## config.mk

```make
export PLATFORM = sky130hd
export DESIGN_NAME = lane_obstacle_engine
export DESIGN_NICKNAME = d
export VERILOG_FILES = /design/src/rtl/lane_obstacle_engine_pkg.sv /design/src/rtl/lane_obstacle_engine_lane_mover.sv /design/src/rtl/lane_obstacle_engine.sv
export SDC_FILE = /design/constraint.sdc
export NUM_CORES = 1
export LEC_CHECK = 0
export BUFFER_PORTS_ARGS = -buffer_cell sky130_fd_sc_hd__buf_4
export CORE_UTILIZATION = 40
export DETAILED_ROUTE_END_ITERATION = 8
export GPL_TIMING_DRIVEN = 0
export SLEW_MARGIN = 40
export SYNTH_ARGS = -nofsm -noshare
export SYNTH_HDL_FRONTEND = slang
export SYNTH_SLANG_ARGS = --single-unit
```

## constraint.sdc

```tcl
create_clock -name i_Clk -period 3.6 [get_ports i_Clk]
set_clock_uncertainty 0.05 [all_clocks]
set_input_delay 0.54 -clock i_Clk [delete_from_list [all_inputs] [get_ports i_Clk]]
set_output_delay 0.54 -clock i_Clk [all_outputs]
set_load 0.1 [all_outputs]
```

## src/rtl/lane_obstacle_engine_pkg.sv

```systemverilog
// Shared playfield constants and the lane occupancy helper for the
// Frogger obstacle engine.
package lane_obstacle_engine_pkg;

  localparam int GAME_WIDTH_DEF  = 20;
  localparam int GAME_HEIGHT_DEF = 15;
  localparam int TILE_SIZE       = 32;

  localparam logic KIND_CAR  = 1'b0;
  localparam logic KIND_LOG  = 1'b1;
  localparam logic DIR_RIGHT = 1'b0;
  localparam logic DIR_LEFT  = 1'b1;

  // True when column x lies inside the object whose head is at `head`.
  // The object trails behind the head, so the distance is measured against
  // the direction of motion and wrapped explicitly at the playfield width.
  // Columns at or beyond the playfield width are never covered.
  function automatic logic tile_covered(
    input logic [5:0] head,
    input logic [5:0] x,
    input logic       dir,
    input logic [2:0] len,
    input logic [5:0] width
  );
    logic [6:0] d;
    d = '0;
    if (dir == DIR_RIGHT) begin
      if (head >= x) d = {1'b0, head} - {1'b0, x};
      else           d = {1'b0, head} + {1'b0, width} - {1'b0, x};
    end else begin
      if (x >= head) d = {1'b0, x} - {1'b0, head};
      else           d = {1'b0, x} + {1'b0, width} - {1'b0, head};
    end
    tile_covered = (x < width) && (d < {4'b0000, len});
  endfunction

endpackage

```

## src/rtl/lane_obstacle_engine_lane_mover.sv

```systemverilog
// One moving lane: period counter, wrapping head register and a step
// strobe that is high in the cycle the head is about to move.
module lane_mover
  import lane_obstacle_engine_pkg::*;
#(
  parameter int         GAME_WIDTH = 20,
  parameter logic       DIR        = 1'b0,
  parameter logic [3:0] PERIOD     = 4'd1,
  parameter logic [5:0] INIT_X     = 6'd0
) (
  input  logic       clk,
  input  logic       srst,
  input  logic       tick_i,
  output logic [5:0] head_o,
  output logic       step_o
);

  // A period of zero behaves like one: step on every base tick.
  localparam logic [3:0] EFF_PERIOD  = (PERIOD == 4'd0) ? 4'd1 : PERIOD;
  localparam logic [3:0] PERIOD_LAST = EFF_PERIOD - 4'd1;
  localparam logic [5:0] LAST_COL    = 6'(GAME_WIDTH - 1);

  logic [3:0] cnt_q, cnt_d;
  logic [5:0] head_q, head_d;

  assign step_o = tick_i && (cnt_q == PERIOD_LAST);
  assign head_o = head_q;

  // Next-state: advance the period counter on each tick, step the head
  // with wrap-around when the counter completes.
  always_comb begin
    cnt_d  = cnt_q;
    head_d = head_q;
    if (tick_i) begin
      if (cnt_q == PERIOD_LAST) begin
        cnt_d = 4'd0;
        if (DIR == DIR_RIGHT) head_d = (head_q == LAST_COL) ? 6'd0 : head_q + 6'd1;
        else                  head_d = (head_q == 6'd0) ? LAST_COL : head_q - 6'd1;
      end else begin
        cnt_d = cnt_q + 4'd1;
      end
    end
  end

  // Lane state registers.
  always_ff @(posedge clk) begin
    if (srst) begin
      cnt_q  <= 4'd0;
      head_q <= INIT_X;
    end else begin
      cnt_q  <= cnt_d;
      head_q <= head_d;
    end
  end

endmodule

```

## src/rtl/lane_obstacle_engine.sv

```systemverilog
// Multi-lane obstacle engine: base-tick prescaler, one lane_mover per lane,
// combinational tile query for the renderer and registered frog
// hit / drown / drift evaluation.
module lane_obstacle_engine
  import lane_obstacle_engine_pkg::*;
#(
  parameter int                      NUM_LANES    = 8,
  parameter int                      GAME_WIDTH   = GAME_WIDTH_DEF,
  parameter int                      GAME_HEIGHT  = GAME_HEIGHT_DEF,
  parameter int                      FIRST_LANE_Y = 1,
  parameter int                      TICK_DIV     = 10000000,
  parameter logic [NUM_LANES-1:0]    LANE_DIR     = '0,
  parameter logic [NUM_LANES-1:0]    LANE_KIND    = '0,
  parameter logic [4*NUM_LANES-1:0]  LANE_PERIOD  = {NUM_LANES{4'd1}},
  parameter logic [3*NUM_LANES-1:0]  LANE_LEN     = {NUM_LANES{3'd1}},
  parameter logic [6*NUM_LANES-1:0]  LANE_INIT_X  = '0
) (
  input  logic                   i_Clk,
  input  logic                   i_Rst,
  input  logic                   i_Enable,
  input  logic [4:0]             i_Col_Count_Div,
  input  logic [4:0]             i_Row_Count_Div,
  input  logic [5:0]             i_Frogger_X,
  input  logic [5:0]             i_Frogger_Y,
  output logic                   o_Pixel_Obj,
  output logic                   o_Pixel_Kind,
  output logic                   o_Hit,
  output logic                   o_Drowned,
  output logic                   o_Drift_Req,
  output logic                   o_Drift_Dir,
  output logic [6*NUM_LANES-1:0] o_Lane_X
);

  localparam int PW = (TICK_DIV > 1) ? $clog2(TICK_DIV) : 1;
  localparam logic [PW-1:0] PRESC_LAST = PW'(TICK_DIV - 1);

  logic [PW-1:0] presc_q, presc_d;
  logic          tick;

  logic [NUM_LANES-1:0] q_row, q_cov;
  logic [NUM_LANES-1:0] frog_row, frog_cov, lane_step;
  logic [5:0]           head [NUM_LANES];

  logic hit_q, hit_d;
  logic drowned_q, drowned_d;
  logic drift_q, drift_d;
  logic drift_dir_q, drift_dir_d;

  // Tick is only produced while running, so every lane freezes with it.
  assign tick = i_Enable && (presc_q == PRESC_LAST);

  // Prescaler next state: hold when disabled, wrap after the tick.
  always_comb begin
    presc_d = presc_q;
    if (i_Enable) presc_d = tick ? '0 : presc_q + PW'(1);
  end

  // Prescaler register.
  always_ff @(posedge i_Clk) begin
    if (i_Rst) presc_q <= '0;
    else       presc_q <= presc_d;
  end

  genvar gi;
  generate
    for (gi = 0; gi < NUM_LANES; gi++) begin : g_lane
      localparam logic [5:0] LANE_ROW = 6'(FIRST_LANE_Y + gi);
      // A lane placed below the playfield can never be seen or hit.
      localparam bit IN_FIELD = (FIRST_LANE_Y + gi) < GAME_HEIGHT;

      lane_mover #(
        .GAME_WIDTH (GAME_WIDTH),
        .DIR        (LANE_DIR[gi]),
        .PERIOD     (LANE_PERIOD[4*gi +: 4]),
        .INIT_X     (LANE_INIT_X[6*gi +: 6])
      ) u_mover (
        .clk    (i_Clk),
        .srst   (i_Rst),
        .tick_i (tick),
        .head_o (head[gi]),
        .step_o (lane_step[gi])
      );

      assign o_Lane_X[6*gi +: 6] = head[gi];

      assign q_row[gi]    = IN_FIELD && ({1'b0, i_Row_Count_Div} == LANE_ROW);
      assign q_cov[gi]    = tile_covered(head[gi], {1'b0, i_Col_Count_Div}, LANE_DIR[gi],
                                         LANE_LEN[3*gi +: 3], 6'(GAME_WIDTH));
      assign frog_row[gi] = IN_FIELD && (i_Frogger_Y == LANE_ROW);
      assign frog_cov[gi] = tile_covered(head[gi], i_Frogger_X, LANE_DIR[gi],
                                         LANE_LEN[3*gi +: 3], 6'(GAME_WIDTH));
    end
  endgenerate

  // Renderer query: at most one lane matches the row, so OR-reduce.
  assign o_Pixel_Obj  = |(q_row & q_cov);
  assign o_Pixel_Kind = |(q_row & q_cov & LANE_KIND);

  // Frog evaluation against the pre-step heads of this cycle.
  always_comb begin
    hit_d       = |(frog_row & frog_cov & ~LANE_KIND);
    drowned_d   = |(frog_row & ~frog_cov & LANE_KIND);
    drift_d     = |(frog_row & frog_cov & LANE_KIND & lane_step);
    drift_dir_d = |(frog_row & frog_cov & LANE_KIND & lane_step & LANE_DIR);
  end

  // Frog status registers.
  always_ff @(posedge i_Clk) begin
    if (i_Rst) begin
      hit_q       <= 1'b0;
      drowned_q   <= 1'b0;
      drift_q     <= 1'b0;
      drift_dir_q <= 1'b0;
    end else begin
      hit_q       <= hit_d;
      drowned_q   <= drowned_d;
      drift_q     <= drift_d;
      drift_dir_q <= drift_dir_d;
    end
  end

  assign o_Hit       = hit_q;
  assign o_Drowned   = drowned_q;
  assign o_Drift_Req = drift_q;
  assign o_Drift_Dir = drift_dir_q;

endmodule

```

---- After elaboration in Yosys (flattened, before gate mapping) ----
Index checks and enable logic that the tools add are counted.
operators by class
  add/sub/neg operators ................... 57
  reductions and logical operators ........ 35
  equality and inequality tests ........... 25
  bitwise gates (word level) .............. 2
  magnitude comparators ................... 34
  multiplexer cells ....................... 33
operators with widths
  cell                   number
  $lt 7x1->1 const B     16
  $mux 7                 16
  $add 6x5->7 const B    8
  $sub 6x5->7            8
  $sub 6x6->7            8
  $sub 7x5->7            8
  $sub 7x6->7            8
  $add 6x1->6 const B    8
  $eq 6x5->1 const B     8
  $ge 6x5->1             8
  $ge 6x6->1             8
  $mux 6                 8
  $add 4x1->4 const B    8
  $logic_not 4->1        8
  $mux 4                 8
  $add 24x1->24 const B  1
  $eq 24x24->1 const B   1
  $eq 6x3->1 const B     4
  $mux 24                1
  $eq 5x3->1 const B     4
  $logic_and 1x1->1      17
  $and 8x8->8            2
  $reduce_and 2->1       8
  $reduce_or 8->1        2
  other kinds (8)        10
word-level totals
  bits in registers ....................... 105
  output and inout bits ................... 54
  bits of input ports ..................... 25

---- Longest topological paths before layout ----
  word-level depth ........................ 7
  mapped depth ............................ 12
  gate-level depth less buffers ........... 12

---- By module ----
A second synthesis with hierarchy kept.
second synthesis, totals
  cells, all modules ...................... 1435
  area total of the unflattened synthesis .. 11597.4 sq um
by module, submodules not included
  module                cells an instance  area each (sq um)  times used
  lane_obstacle_engine  1003               7673.6             1
  lane_mover            54                 490.5              8

---- Least setup slack after synthesis ----
Ideal clock, no wire load.
  kind .................................... register -> output
  from .................................... reg g_lane[3].u_mover.head_q[2]
  to ...................................... out o_Pixel_Obj
  required time ........................... 3010 ps
  cell stages (with the launch flop) ...... 11
  slack ................................... -1602 ps
  data arrival time ....................... 4612 ps
  path through ............................ dfxtp_1 inv_1 ha_1 ha_1 nor2b_1 or4b_2 a31oi_1 o2111ai_1 a21oi_1 nor4_1 o211ai_1
on the way
  word-level cells in the longest chain between the ends .. 7
ends and longest elaborated chain
  item                    line                                   text
  from (decl)             lane_obstacle_engine_lane_mover.sv:24  logic [5:0] head_q, head_d;
  from (signal assigned)  lane_obstacle_engine_lane_mover.sv:49  head_q <= INIT_X;
  from (signal assigned)  lane_obstacle_engine_lane_mover.sv:52  head_q <= head_d;
  $add 6x5->7             lane_obstacle_engine_pkg.sv:29         else d = {1'b0, head} + {1'b0, width} - {1'b0, x};
  $sub 7x5->7             lane_obstacle_engine_pkg.sv:29
  $mux 7 (*)              lane_obstacle_engine_pkg.sv:28         if (head >= x) d = {1'b0, head} - {1'b0, x};
  $lt 7x1->1 (*)          lane_obstacle_engine_pkg.sv:34         tile_covered = (x < width) && (d < {4'b0000, len});
  $logic_and 1x1->1 (*)   lane_obstacle_engine_pkg.sv:34
  $and 8x8->8 (*)         -
  $reduce_or 8->1 (*)     lane_obstacle_engine.sv:96             assign o_Pixel_Obj = |(q_row & q_cov);
  to (decl)               lane_obstacle_engine.sv:25             output logic o_Pixel_Obj,
Every way passes the cells marked *; elsewhere a longest branch is shown, timed or not.

---- Final worst setup path ----
  from .................................... reg g_lane[3].u_mover.head_q[0]
  to ...................................... out o_Pixel_Obj
Same word-level chain as after synthesis.

==> flow_metrics.py <==
metrics = {
    "outcome": {
        "outcome": "finished, violations left",
        "violations": "setup timing",
    },
    "grt": {
        "grt_use_total_pct": 22.88,
        "antenna_found_initial": 0,
        "grt_max_degree": 20,
        "grt_pass1_vias": 10658,
        "gr-total-overflow": 0,
        "grt_pass1_wl_um": 55300,
    },
    "synthesis": {
        "yosysWarnings": 0,
        "synthXorXnorAreaFrac_pct": 8.879,
        "synthFlopType": "dfxtp_1",
        "synthMuxAreaShare_pct": 1.109,
        "synth_top_family_by_area": "simple AND/OR/NAND/NOR gates",
        "syn_avg_cell_area_um2": 7.815,
        "synth_compound_area_share_pct": 19.87,
        "yosys.area_share.simple_pct": 25.55,
        "ys_ff_latch": 105,
        "yosys.area_share.adder_pct": 22.45,
        "synthArstFlopShare_pct": 0,
        "synth_top_area_share_pct": 19.72,
        "yosysMostFrequentCell": "ha_1",
        "synth_area_um2": 11740,
        "yosysUniqueCellTypes": 76,
        "syn_inst": 1502,
        "synth_edf_count": 0,
        "synth_common_cells": "185 x ha_1, 160 x nor2_1, 121 x nand2_1, 105 x dfxtp_1, 102 x a21oi_1",
        "ys_seq_area_share_pct": 17.91,
        "synth.top_cells.by_area": "ha_1 20%, dfxtp_1 18%, nor2_1 5.1%",
        "yosysTopAreaCell": "ha_1",
    },
    "worst_hold_path": {
        "min-delay-start": "i_Enable",
        "hold_path_class": "in -> reg",
        "hold_end": "presc_q[0]",
        "whs_path_depth": 3,
    },
    "power_and_ir_drop": {
        "power_mw": 2.787,
        "power_density_nw_per_um2": 206.3,
        "vdd_drop_max_mv": 0.2146,
        "p_leak_nw": 5.590,
    },
    "finish": {
        "drive_above_1_share_pct": 13.25,
        "fin_nets": 1836,
        "post-route-util_pct": 46.94,
        "area_delta_synth_final_pct": 15.07,
        "stdcell_area_um2": 13510,
        "seqCellArea_um2": 2142,
        "antenna_cells": 0,
        "nFillCells": 2847,
        "multi_input_area_um2": 9358,
    },
    "routing": {
        "dr.pass1.iters": 5,
        "drc": 0,
        "avgViaCountPerCell": 5.675,
        "routed_wl_um": 35020,
        "via_count": 11345,
        "routedWlPerCell_um": 17.52,
        "drt_iter0_drc": 645,
        "antenna_left": 0,
    },
    "clock_tree": {
        "clk_pin_slew_ps": 80,
        "worstSkewPairLatency_ps": 370,
        "numClockSinks": 105,
        "cts_tree": "done",
        "clockBufferDepth": 2,
        "cts_hold_buf": 0,
        "clockRootBuffer": "clkbuf_16",
        "numCtsBuffers": 9,
        "cts_max_level": 3,
    },
    "timing": {
        "setup_viol": 1,
        "tightest_slew_ps": 773.2,
        "maxSlewViolCount": 0,
        "rsz0062_at_grt": "yes",
        "setup_ws_ps": -416.8,
        "min_period_ps": 4017,
        "max_slew_margin_pct": 48.46,
        "finalHoldViolCount": 0,
        "period_share_pct": 111.6,
        "fmax_mhz": 249.0,
    },
    "setup_path": {
        "r2r-start": "g_lane[7].u_mover.head_o[0]",
        "r2r_slack_ps": 180,
        "crit_chain": "inv_1, ha_1, inv_1, fa_2, a21oi_2, nor2b_1, or4b_4, a31oi_4, o2111ai_2, a21oi_2, nor4_2, o211ai_1, buf_6",
        "worstSetupEndpointType": "output port",
        "worst_path_max_delay_cell": "or4b_4",
        "slowest_delay_ps": 500,
        "r2r-end": "o_Hit",
        "cp.arrival_ps": 3430,
        "cp.required_ps": 3010,
        "start_kind": "flop",
        "worst_r2r_path_depth": 13,
        "worstSetupPathType": "reg -> out",
        "crit_path_max_fanout": 6,
    },
    "floorplanning": {
        "fp-row-count": 62,
        "die_h_um": 173.3,
        "fp.coreArea_um2": 28780,
        "die_area_um2": 30040,
        "die_w_um": 173.3,
        "boundaryPins": 79,
        "start_util_pct": 40.79,
    },
    "place": {
        "placed_cell_area_um2": 12840,
        "dp_hpwl_um": 25840,
        "portBuffers": 74,
        "globalplace.congestion": 0.8783,
    },
    "flow_run": {
        "maxCapViolations": 0,
    },
}
[per-stage QoR]
stage	worst slack, ps	setup TNS, ps	hold WS [ps]	std cells
floorplan	-1003	-1003	411.9	1505
global placement	-1263	-1892	427.0	1963
detailed placement	-1101	-1318	436.2	1963
CTS	-374.9	-374.9	414.4	1996
global route	-499.8	-499.8	438.5	1999
finish	-416.8	-416.8	415.7	1999
[placed cells by master, fill, tap and decap left out, types with 14 or more instances in the layout]
cell,netlist,final
clkbuf_1,20,18
nor2b_1,35,32
a21o_1,14,14
buf_4,4,97
xnor2_1,64,64
nand2b_1,31,31
o21ai_0,100,98
a21oi_1,102,99
xor2_1,55,55
nand3_1,36,36
inv_1,100,85
dfxtp_1,105,85
nand2_1,121,121
nor3_1,25,22
dfxtp_2,0,14
and3_1,16,16
nor2_1,160,159
ha_1,185,180
o21a_1,17,17
nand4_1,28,28
[worst max path at each step]
stage | startpoint | endpoint | slack, ps | cells after the start
after floorplan | i_Col_Count_Div[1] | o_Pixel_Obj | -1000 | 9
after global placement | i_Col_Count_Div[2] | o_Pixel_Obj | -1260 | 13
after detailed placement | i_Col_Count_Div[1] | o_Pixel_Obj | -1100 | 12
after CTS | i_Col_Count_Div[1] | o_Pixel_Obj | -370 | 14
after global routing | g_lane[3].u_mover.head_o[0] | o_Pixel_Obj | -500 | 13
final | g_lane[3].u_mover.head_o[0] | o_Pixel_Obj | -420 | 13
[layout make-up]
cell class | instances | share of cell area, %
Inverter | 100 | 2.890
Sequential cell | 105 | 15.86
Tap cell | 384 | 3.557
Clock inverter | 7 | 0.4446
Multi-Input combinational cell | 1273 | 69.28
Clock buffer | 9 | 1.667
Timing Repair Buffer | 96 | 5.483
Buffer | 25 | 0.8244
[kinds of logic after synthesis]
group	after synthesis
and+or+nand+nor	568
xor gates and xnor gates	119
muxes	13
other	1
buffers and inverters	127
adders and majority gates	201
DFF	105
AOI/OAI and AO/OA	368
[report_power, final]
group          total [mW]  switching, mW  internal, mW
Combinational       0.613          0.372         0.241
Sequential           1.16        0.00239          1.16
Clock                1.01          0.529         0.485
[repair_timing]
action                     in CTS  in global routing
hold endpoints to repair        0                  0
buffers inserted               19                  3
pin swaps                      20                  8
setup endpoints to repair       1                  1
resized for setup              51                 12
[layer usage]
layer  vias up  part of all wire [%]  global-route usage, %
met2       242                    46                  38.32
met3        55                   4.2                  2.325
li1       5650                     -                      -
met4         0                   3.1                  8.776
met1      5398                    47                  30.16
met5         -                     0                      0
[registers in the layout, summed over array words and instances (netlist names)]
register	cells
g_lane.u_mover.cnt_q	32
presc_q	24
o_Hit	1
g_lane.u_mover.head_o	48
[worst max-delay path: cells and delay by family, from the launching register on]
kind                     cells  cell delay, ps
buffers and inverters        3             450
AND/OR/NAND/NOR              3             650
flip-flops                   1             380
adder cells (fa/ha/maj)      2             550
AO/OA/AOI/OAI                5            1030
Power figures use the tool's default switching activity.
